==> config.mk <==
export PLATFORM = sky130hd
export DESIGN_NAME = seq_alu
export DESIGN_NICKNAME = d
export VERILOG_FILES = /design/src/rtl/alu_pkg.sv /design/src/rtl/alu_core.sv /design/src/rtl/seq_alu.sv
export SDC_FILE = /design/constraint.sdc
export NUM_CORES = 1
export LEC_CHECK = 0
export CAP_MARGIN = 20
export CORE_MARGIN = 8
export CORE_UTILIZATION = 60
export CTS_CLUSTER_SIZE = 8
export DETAILED_ROUTE_END_ITERATION = 10
export GPL_TIMING_DRIVEN = 0
export PLACE_DENSITY = 0.87
export SLEW_MARGIN = 20
export SYNTH_ARGS = -nofsm -noshare
export SYNTH_HDL_FRONTEND = slang
export SYNTH_SLANG_ARGS = --single-unit
==> constraint.sdc <==
create_clock -name clk -period 4.3 [get_ports clk]
set_input_delay 1.075 -clock clk [delete_from_list [all_inputs] [get_ports clk]]
set_output_delay 1.075 -clock clk [all_outputs]
set_load 0.005 [all_outputs]
==> src/rtl/alu_pkg.sv <==
// -----------------------------------------------------------------------------
// alu_pkg
// Shared definitions for the sequential ALU: opcode encodings, FSM state
// encodings and a small opcode classification helper.
// No ports (package).
// -----------------------------------------------------------------------------
package alu_pkg;

  localparam logic [2:0] OP_ADD = 3'b000;
  localparam logic [2:0] OP_SUB = 3'b001;
  localparam logic [2:0] OP_AND = 3'b010;
  localparam logic [2:0] OP_OR  = 3'b011;
  localparam logic [2:0] OP_XOR = 3'b100;
  localparam logic [2:0] OP_SLT = 3'b101;
  localparam logic [2:0] OP_SHL = 3'b110;
  localparam logic [2:0] OP_SRA = 3'b111;

  localparam logic [1:0] ST_IDLE_ENC  = 2'd0;
  localparam logic [1:0] ST_SHIFT_ENC = 2'd1;
  localparam logic [1:0] ST_HOLD_ENC  = 2'd2;

  typedef enum logic [1:0] {
    ST_IDLE  = ST_IDLE_ENC,
    ST_SHIFT = ST_SHIFT_ENC,
    ST_HOLD  = ST_HOLD_ENC
  } state_t;

  function automatic logic is_shift(input logic [2:0] op);
    return (op == OP_SHL) || (op == OP_SRA);
  endfunction

endpackage

==> src/rtl/alu_core.sv <==
// -----------------------------------------------------------------------------
// alu_core
// Purely combinational single-cycle datapath: ADD, SUB, AND, OR, XOR, SLT and
// all flag generation. Shift opcodes pass operand a through unchanged with
// carry=0, which is exactly the result of a shift by zero; non-zero shifts are
// iterated by the parent.
// Ports:
//   i_op        opcode
//   i_a, i_b    operands (two's complement for signed ops)
//   o_result    combinational result
//   o_carry     carry (ADD) / borrow (SUB), else 0
//   o_overflow  signed overflow for ADD/SUB, else 0
//   o_zero      result == 0
//   o_negative  result msb
// -----------------------------------------------------------------------------
module alu_core
  import alu_pkg::*;
#(
  parameter int WIDTH = 8
) (
  input  logic [2:0]       i_op,
  input  logic [WIDTH-1:0] i_a,
  input  logic [WIDTH-1:0] i_b,
  output logic [WIDTH-1:0] o_result,
  output logic             o_carry,
  output logic             o_overflow,
  output logic             o_zero,
  output logic             o_negative
);

  localparam int MSB = WIDTH - 1;

  logic [WIDTH:0] w_sum;
  logic [WIDTH:0] w_diff;

  assign w_sum  = {1'b0, i_a} + {1'b0, i_b};
  // Bit WIDTH of the zero-extended difference is set exactly when a < b
  // (unsigned), i.e. it is the borrow.
  assign w_diff = {1'b0, i_a} - {1'b0, i_b};

  always_comb begin
    o_result   = i_a;
    o_carry    = 1'b0;
    o_overflow = 1'b0;
    case (i_op)
      OP_ADD: begin
        o_result   = w_sum[MSB:0];
        o_carry    = w_sum[WIDTH];
        o_overflow = (i_a[MSB] == i_b[MSB]) && (w_sum[MSB] != i_a[MSB]);
      end
      OP_SUB: begin
        o_result   = w_diff[MSB:0];
        o_carry    = w_diff[WIDTH];
        o_overflow = (i_a[MSB] != i_b[MSB]) && (w_diff[MSB] != i_a[MSB]);
      end
      OP_AND:  o_result = i_a & i_b;
      OP_OR:   o_result = i_a | i_b;
      OP_XOR:  o_result = i_a ^ i_b;
      OP_SLT:  o_result = {{(WIDTH-1){1'b0}}, ($signed(i_a) < $signed(i_b))};
      default: o_result = i_a;
    endcase
  end

  assign o_zero     = (o_result == '0);
  assign o_negative = o_result[MSB];

endmodule

==> src/rtl/seq_alu.sv <==
// -----------------------------------------------------------------------------
// seq_alu
// Handshaked ALU. One operation per input transaction; registered result and
// flags are presented on the output port. Single-cycle ops complete in one
// cycle; SHL/SRA iterate one bit per cycle.
//
// Handshake semantics (both ports): a transfer happens on a rising clock edge
// where valid && ready are both high. A producer holding valid keeps its
// payload stable until the transfer; in_ready depends only on the FSM state
// and out_ready, never on in_valid. The result/flags are stable while
// out_valid is high and out_ready is low.
//
// Ports:
//   clk, rst            clock (rising edge), async active-high reset
//   in_valid/in_ready   input handshake
//   op, x, y            opcode and operands (shift amount = y[SW-1:0])
//   out_valid/out_ready output handshake
//   result              registered result
//   carry, overflow,
//   zero, negative      registered flags
//   dbg_state           current FSM state encoding
// -----------------------------------------------------------------------------
module seq_alu
  import alu_pkg::*;
#(
  parameter int WIDTH = 8
) (
  input  logic             clk,
  input  logic             rst,
  input  logic             in_valid,
  output logic             in_ready,
  input  logic [2:0]       op,
  input  logic [WIDTH-1:0] x,
  input  logic [WIDTH-1:0] y,
  output logic             out_valid,
  input  logic             out_ready,
  output logic [WIDTH-1:0] result,
  output logic             carry,
  output logic             overflow,
  output logic             zero,
  output logic             negative,
  output logic [1:0]       dbg_state
);

  localparam int SW  = $clog2(WIDTH);
  localparam int MSB = WIDTH - 1;

  state_t           r_state;
  state_t           w_next;

  logic [WIDTH-1:0] r_sh;
  logic [SW-1:0]    r_cnt;
  logic             r_sra;

  logic [WIDTH-1:0] r_result;
  logic             r_carry;
  logic             r_overflow;
  logic             r_zero;
  logic             r_negative;

  logic [SW-1:0]    w_amt;
  logic             w_accept;
  logic             w_start_shift;
  logic             w_last_step;
  logic [WIDTH-1:0] w_step_res;
  logic             w_step_out;

  logic [WIDTH-1:0] w_core_result;
  logic             w_core_carry;
  logic             w_core_overflow;
  logic             w_core_zero;
  logic             w_core_negative;

  alu_core #(.WIDTH(WIDTH)) u_core (
    .i_op       (op),
    .i_a        (x),
    .i_b        (y),
    .o_result   (w_core_result),
    .o_carry    (w_core_carry),
    .o_overflow (w_core_overflow),
    .o_zero     (w_core_zero),
    .o_negative (w_core_negative)
  );

  assign w_amt         = y[SW-1:0];
  // A zero-amount shift is handled by the core as a pass-through, so only
  // non-zero shifts enter the iterative path.
  assign w_start_shift = is_shift(op) && (w_amt != '0);
  assign w_accept      = in_valid &&
                         ((r_state == ST_IDLE) || ((r_state == ST_HOLD) && out_ready));
  assign w_last_step   = (r_state == ST_SHIFT) && (r_cnt == SW'(1));

  assign w_step_res = r_sra ? {r_sh[MSB], r_sh[MSB:1]} : {r_sh[MSB-1:0], 1'b0};
  assign w_step_out = r_sra ? r_sh[0] : r_sh[MSB];

  // State register
  always_ff @(posedge clk or posedge rst) begin
    if (rst) r_state <= ST_IDLE;
    else     r_state <= w_next;
  end

  // Next state and handshake outputs
  always_comb begin
    w_next    = r_state;
    in_ready  = 1'b0;
    out_valid = 1'b0;
    case (r_state)
      ST_IDLE: begin
        in_ready = 1'b1;
        if (in_valid) w_next = w_start_shift ? ST_SHIFT : ST_HOLD;
      end
      ST_SHIFT: begin
        if (r_cnt == SW'(1)) w_next = ST_HOLD;
      end
      ST_HOLD: begin
        out_valid = 1'b1;
        in_ready  = out_ready;
        if (out_ready) begin
          if (in_valid) w_next = w_start_shift ? ST_SHIFT : ST_HOLD;
          else          w_next = ST_IDLE;
        end
      end
      default: w_next = ST_IDLE;
    endcase
  end

  // Shift engine and output registers
  always_ff @(posedge clk or posedge rst) begin
    if (rst) begin
      r_sh       <= '0;
      r_cnt      <= '0;
      r_sra      <= 1'b0;
      r_result   <= '0;
      r_carry    <= 1'b0;
      r_overflow <= 1'b0;
      r_zero     <= 1'b0;
      r_negative <= 1'b0;
    end else if (w_accept) begin
      if (w_start_shift) begin
        r_sh  <= x;
        r_cnt <= w_amt;
        r_sra <= (op == OP_SRA);
      end else begin
        r_result   <= w_core_result;
        r_carry    <= w_core_carry;
        r_overflow <= w_core_overflow;
        r_zero     <= w_core_zero;
        r_negative <= w_core_negative;
      end
    end else if (r_state == ST_SHIFT) begin
      if (w_last_step) begin
        r_result   <= w_step_res;
        r_carry    <= w_step_out;
        r_overflow <= 1'b0;
        r_zero     <= (w_step_res == '0);
        r_negative <= w_step_res[MSB];
      end else begin
        r_sh  <= w_step_res;
        r_cnt <= r_cnt - SW'(1);
      end
    end
  end

  assign result    = r_result;
  assign carry     = r_carry;
  assign overflow  = r_overflow;
  assign zero      = r_zero;
  assign negative  = r_negative;
  assign dbg_state = r_state;

endmodule

* After elaboration in Yosys (flattened, before gate mapping)
Cells that the tools add are included.
** Operators by class
- Bitwise gates (word level) :: 3
- $add $sub $neg :: 3
- Equal/unequal tests :: 20
- Reductions and logical operators :: 19
- $lt $le $gt $ge :: 1
- Multiplexer cells :: 41
** Operator list (count)
- 8-bit 2-to-1 mux :: 9
- 8-bit case mux with 6 select lines :: 1
- 1-bit 2-to-1 mux :: 18
- 8-bit logical NOT :: 2
- 3-bit == test (second input constant) :: 4
- 3-bit 2-to-1 mux :: 4
- 2-bit 2-to-1 mux :: 5
- 8-bit by 8-bit adder with 9-bit output :: 1
- 3-bit AND reduction :: 3
- 8-bit by 8-bit subtractor with 9-bit output :: 1
- 8-bit bitwise AND :: 1
- 8-bit < comparator :: 1
- 2-bit inequality test (second input constant) :: 4
- 8-bit bitwise OR :: 1
- 8-bit XOR :: 1
- 3-bit by 1-bit == test with 1-bit output (second input constant) :: 2
- 3-bit by 2-bit == test with 1-bit output (second input constant) :: 2
- 1-bit logical AND :: 6
- 1-bit case mux with 2 select lines :: 3
- 2-bit case mux with 3 select lines :: 1
- 2-bit by 1-bit inequality test with 1-bit output (second input constant) :: 2
- 2-bit nonzero test :: 2
- 3-bit logical NOT :: 1
- 1-bit inequality test :: 3
- other kinds (8) :: 9
** Storage, ports and cells
- Register bits after elaboration :: 26
- Output and inout port bits :: 16

* Longest topological paths before layout
- Depth after elaboration :: 7
- Depth in mapped cells :: 11
- Gate-level depth less buffers :: 11

* Modules after synthesis
Synthesis repeated with hierarchy kept, for this count alone.
** Second synthesis, totals
- Cell total of the unflattened synthesis :: 343
- Area, all modules :: 2819.0 µm²
** Modules (own cells, without submodules)
- seq_alu :: times used 1, cells an instance 145, area an instance 1431.4 µm², seq. area each 650.6 µm²
- alu_core :: times used 1, cells an instance 198, area an instance 1387.6 µm², seq. area each 0.0 µm²

* Worst setup path before layout
OpenSTA, ideal clock, no wires.
- Path type :: input to register
- From :: input port y[1]
- To :: register r_negative, in the netlist negative
- Required time :: 4179 ps
- Setup time :: 121 ps
- Path slack :: 1502 ps
- Cell stages on the path :: 9
- Arrival time :: 2677 ps
- Path through :: inv_1 -> ha_1 -> a211oi_2 -> nor3b_2 -> a21o_1 -> a221o_1 -> a21oi_1 -> o21ai_1 -> a22o_1
** On the way
- Longest elaborated chain between the ends :: 4
- Elaborated cells on any way between the ends :: 9
** Ends and longest elaborated chain
- from (decl) :: RTL line seq_alu.sv:34 : input logic [WIDTH-1:0] y,
- 8-bit by 8-bit subtractor with 9-bit output, or another cell as far along :: RTL line alu_core.sv:39 : assign w_diff = {1'b0, i_a} - {1'b0, i_b};
- 8-bit case mux with 6 select lines or 1-bit logical AND (tied branches) :: RTL line alu_core.sv:45, seq_alu.sv:88
- 1-bit 2-to-1 mux or 2-bit inequality test (tied branches)
- 1-bit 2-to-1 mux or 3-bit AND reduction (tied branches)
- to (signal assigned) :: RTL line seq_alu.sv:148 : r_negative <= w_core_negative;
- to (signal assigned) :: RTL line seq_alu.sv:156 : r_negative <= w_step_res[MSB];
- to (decl) :: RTL line seq_alu.sv:59 : logic r_negative;
Several ways; a longest one is shown, not always the timed one. The select of a mux whose other input is x is not followed.
A chain may end at the register's enable or synchronous reset.

* Final worst setup path
Ends and elaborated chain as after synthesis.

==> run summary <==
I/O Buffers: 37
Worst R2R Start: r_cnt[0]
post-DP HPWL: 6.37 mm
Final Instance Count excl. Fillers: 444
period utilization: 0.878
gr ovfl total: 0
root buffer cell: clkbuf_8
GRT Total Usage: 0.224
Peak VDD IR: 0.318 mV
final setup TNS: 0 ns
top_reg_cell synth: dfrtp_1
max_slew headroom: 0.572
CTS resizes: 0
Cells after DPL: 439
final worst path period need: 3.78 ns
Reg2Reg Setup Slack: 2.19 ns
Worst Setup EP: negative
Setup Fix Bufs, Post-CTS: 0
Vias/cell: 6.60
crit path from: y[1]
Fin. Hold Viols: 0
Worst setup EP type: flop
clock skew: 0.00869 ns
Arr. time, crit path: 3.95 ns
proportion of layout cells with a drive suffix above 1: 0.0816
FF/Latch Area: 626 um^2
Mapped Cells: 350
Num CTS Buffers: 3
status: completed
GR Layer Usage met3: 0.0469
area of the multi-input gates: 0.00190 mm^2
initial core utilization: 0.630
antenna-violating nets left: 0
critical path class: in2reg
Worst-Margin Slew: 0.640 ns
Hold WS: 0.507 ns
insertion delay to the later sink of the worst-skew pair: 0.27 ns
reg2reg end: result[6]
area growth from synthesis to layout: 17.9%
total wire length: 8.11 mm
Cell Rows: 24
Nets: 446
Hold Path Class: reg2reg
fmax: 265 MHz
num ports: 39
grt met1 use: 0.314
Remaining DRCs: 0
vias in the first global route: 2730
initial antenna violation count: 0
first-pass GRT wire length: 13.4 mm
Design Area, Final: 0.00326 mm^2
Core Area: 0.00438 mm^2
hold buffers post-CTS: 0
GR Util met2: 0.338
power density cells: 383 mW/mm^2
Seq/Total Area, Yosys: 0.227
GR peak layer: met2
drt pass-1 iters: 5
synthesized flop and latch total: 25
CP Max Fanout: 5
FILL cells: 360
maxcap violations: 0
Async S/R FF share, synth: 1.00
gpl congestion: 1.01
Die Wd: 83.8 um
Pins Over Slew Limit: 0
die height: 83.8 um
DR vias: 2929
CTS H-tree depth: 1
drt wl/cell: 18.3 um
Synth cell types: 65
synth warn: 0
clock-pin slew on the worst setup and hold paths: 0.09 ns
Max Root-Sink Buffers: 2
Syn Area/Cell: 7.89 um^2
die area: 0.00703 mm^2
RSZ-0062 raised after global routing: no
clk sink count: 25
Iter 0 DRT Violations: 336
# setup viols final: 0
Ant. Diodes: 0
number of cells on the worst reg-to-reg path: 8
largest net degree at the start of global routing: 26
CTS tree: yes
leakage: 1.40 nW
startpoint types: primary input
Post-synth EDFFs: 0
Mapped Nets: 403
placed cell area: 0.00320 mm^2
WP data required: 4.47 ns
Mapped Area: 0.00276 mm^2
where the power goes:
part / leakage [nW] / switching, mW / internal (mW)
logic: 1.08 / 0.355 / 0.328
registers: 0.295 / 0.0854 / 0.334
clock network: 0.0228 / 0.0770 / 0.0664
through the flow:
| step | power (mW) | setup WS, ns | utilization |
|---|---|---|---|
| finish | 1.25 | 0.523 | 0.743 |
| global route | 1.34 | 0.478 | 0.743 |
| CTS | 1.23 | 0.624 | 0.739 |
| detailed placement | 1.09 | 0.339 | 0.729 |
| global placement | 1.07 | 0.341 | 0.729 |
| floorplan | 0.813 | 1.50 | - |
metal layers:
metal,routed length [um],vias up
met5,0,-
met4,155,0
met3,951,19
met2,3560,191
met1,3440,1352
li1,-,1367
cell usage after synthesis, drive strengths merged (5+ instances only):
master   n  share of area
mux2i    9          0.033
buf     14          0.033
a211oi   7          0.021
nor2b    7          0.016
nand3    7          0.013
nor3    12          0.026
nor2    31          0.043
clkbuf   6         0.0082
ha      28           0.13
o21ai   30          0.054
dfrtp   25           0.23
o211ai   5          0.014
a21oi   29          0.054
inv     32          0.043
a31oi   10          0.023
nand2   28          0.039
layout make-up:
type	count	share of cell area
Tap cell	52	0.0200
Timing Repair Buffer	38	0.118
Sequential cell	25	0.192
Clock buffer	4	0.0138
Inverter	32	0.0369
Multi-Input combinational cell	273	0.584
Buffer	20	0.0350
kinds of logic (layout without fill, tap and decap cells):
kind of cell | after synthesis | in the layout | share of synthesized area
XOR/XNOR | 1 | 1 | 0.00317
AO/OA/AOI/OAI | 125 | 125 | 0.314
adder cells (fa/ha/maj) | 30 | 30 | 0.141
flip-flops | 25 | 25 | 0.227
multiplexers | 10 | 10 | 0.0367
buffers and inverters | 52 | 94 | 0.0847
AND/OR/NAND/NOR | 107 | 107 | 0.193
registers in the layout (all words and copies together) (netlist names):
| signal | cells |
|---|---|
| negative | 1 |
| carry | 1 |
| zero | 1 |
| r_sra | 1 |
| r_cnt | 3 |
| r_sh | 8 |
| result | 7 |
| overflow | 1 |
| dbg_state | 2 |
layout by cell type, fill, tap and decap left out, drive strengths merged, types with 4 or more instances in the layout:
master / synthesis / layout
nand3: 7 / 7
nor3: 12 / 12
nor2: 31 / 31
a31oi: 10 / 10
o311ai: 4 / 4
nand2: 28 / 28
o211ai: 5 / 5
buf: 14 / 15
a21oi: 29 / 29
mux2i: 9 / 9
or3: 4 / 4
nor2b: 7 / 7
inv: 32 / 32
clkbuf: 6 / 10
nand2b: 4 / 4
a22o: 4 / 4
ha: 28 / 28
o21ai: 30 / 30
clkdlybuf4s50: 0 / 37
o2111ai: 4 / 4
dfrtp: 25 / 25
a211oi: 7 / 7
worst min path at each step:
stage | start | to | slack (ns) | cells past startpoint
after floorplan | result[1] | result[1] | 0.47 | 2
after global placement | result[1] | result[1] | 0.46 | 2
after detailed placement | result[1] | result[1] | 0.48 | 2
after CTS | result[1] | result[1] | 0.50 | 2
after global routing | result[0] | result[0] | 0.54 | 1
final | result[1] | result[1] | 0.51 | 2
critical path: stages:
cell and delay (ns):
clkdlybuf4s50_1 0.64, inv_1 0.15, ha_1 0.37, or2_1 0.25, a211oi_1 0.45, o22ai_2 0.18
xor2_1 0.17, a21oi_1 0.30, o21ai_1 0.15, a22o_1 0.21
No activity file was read; power rests on OpenSTA's default activity.
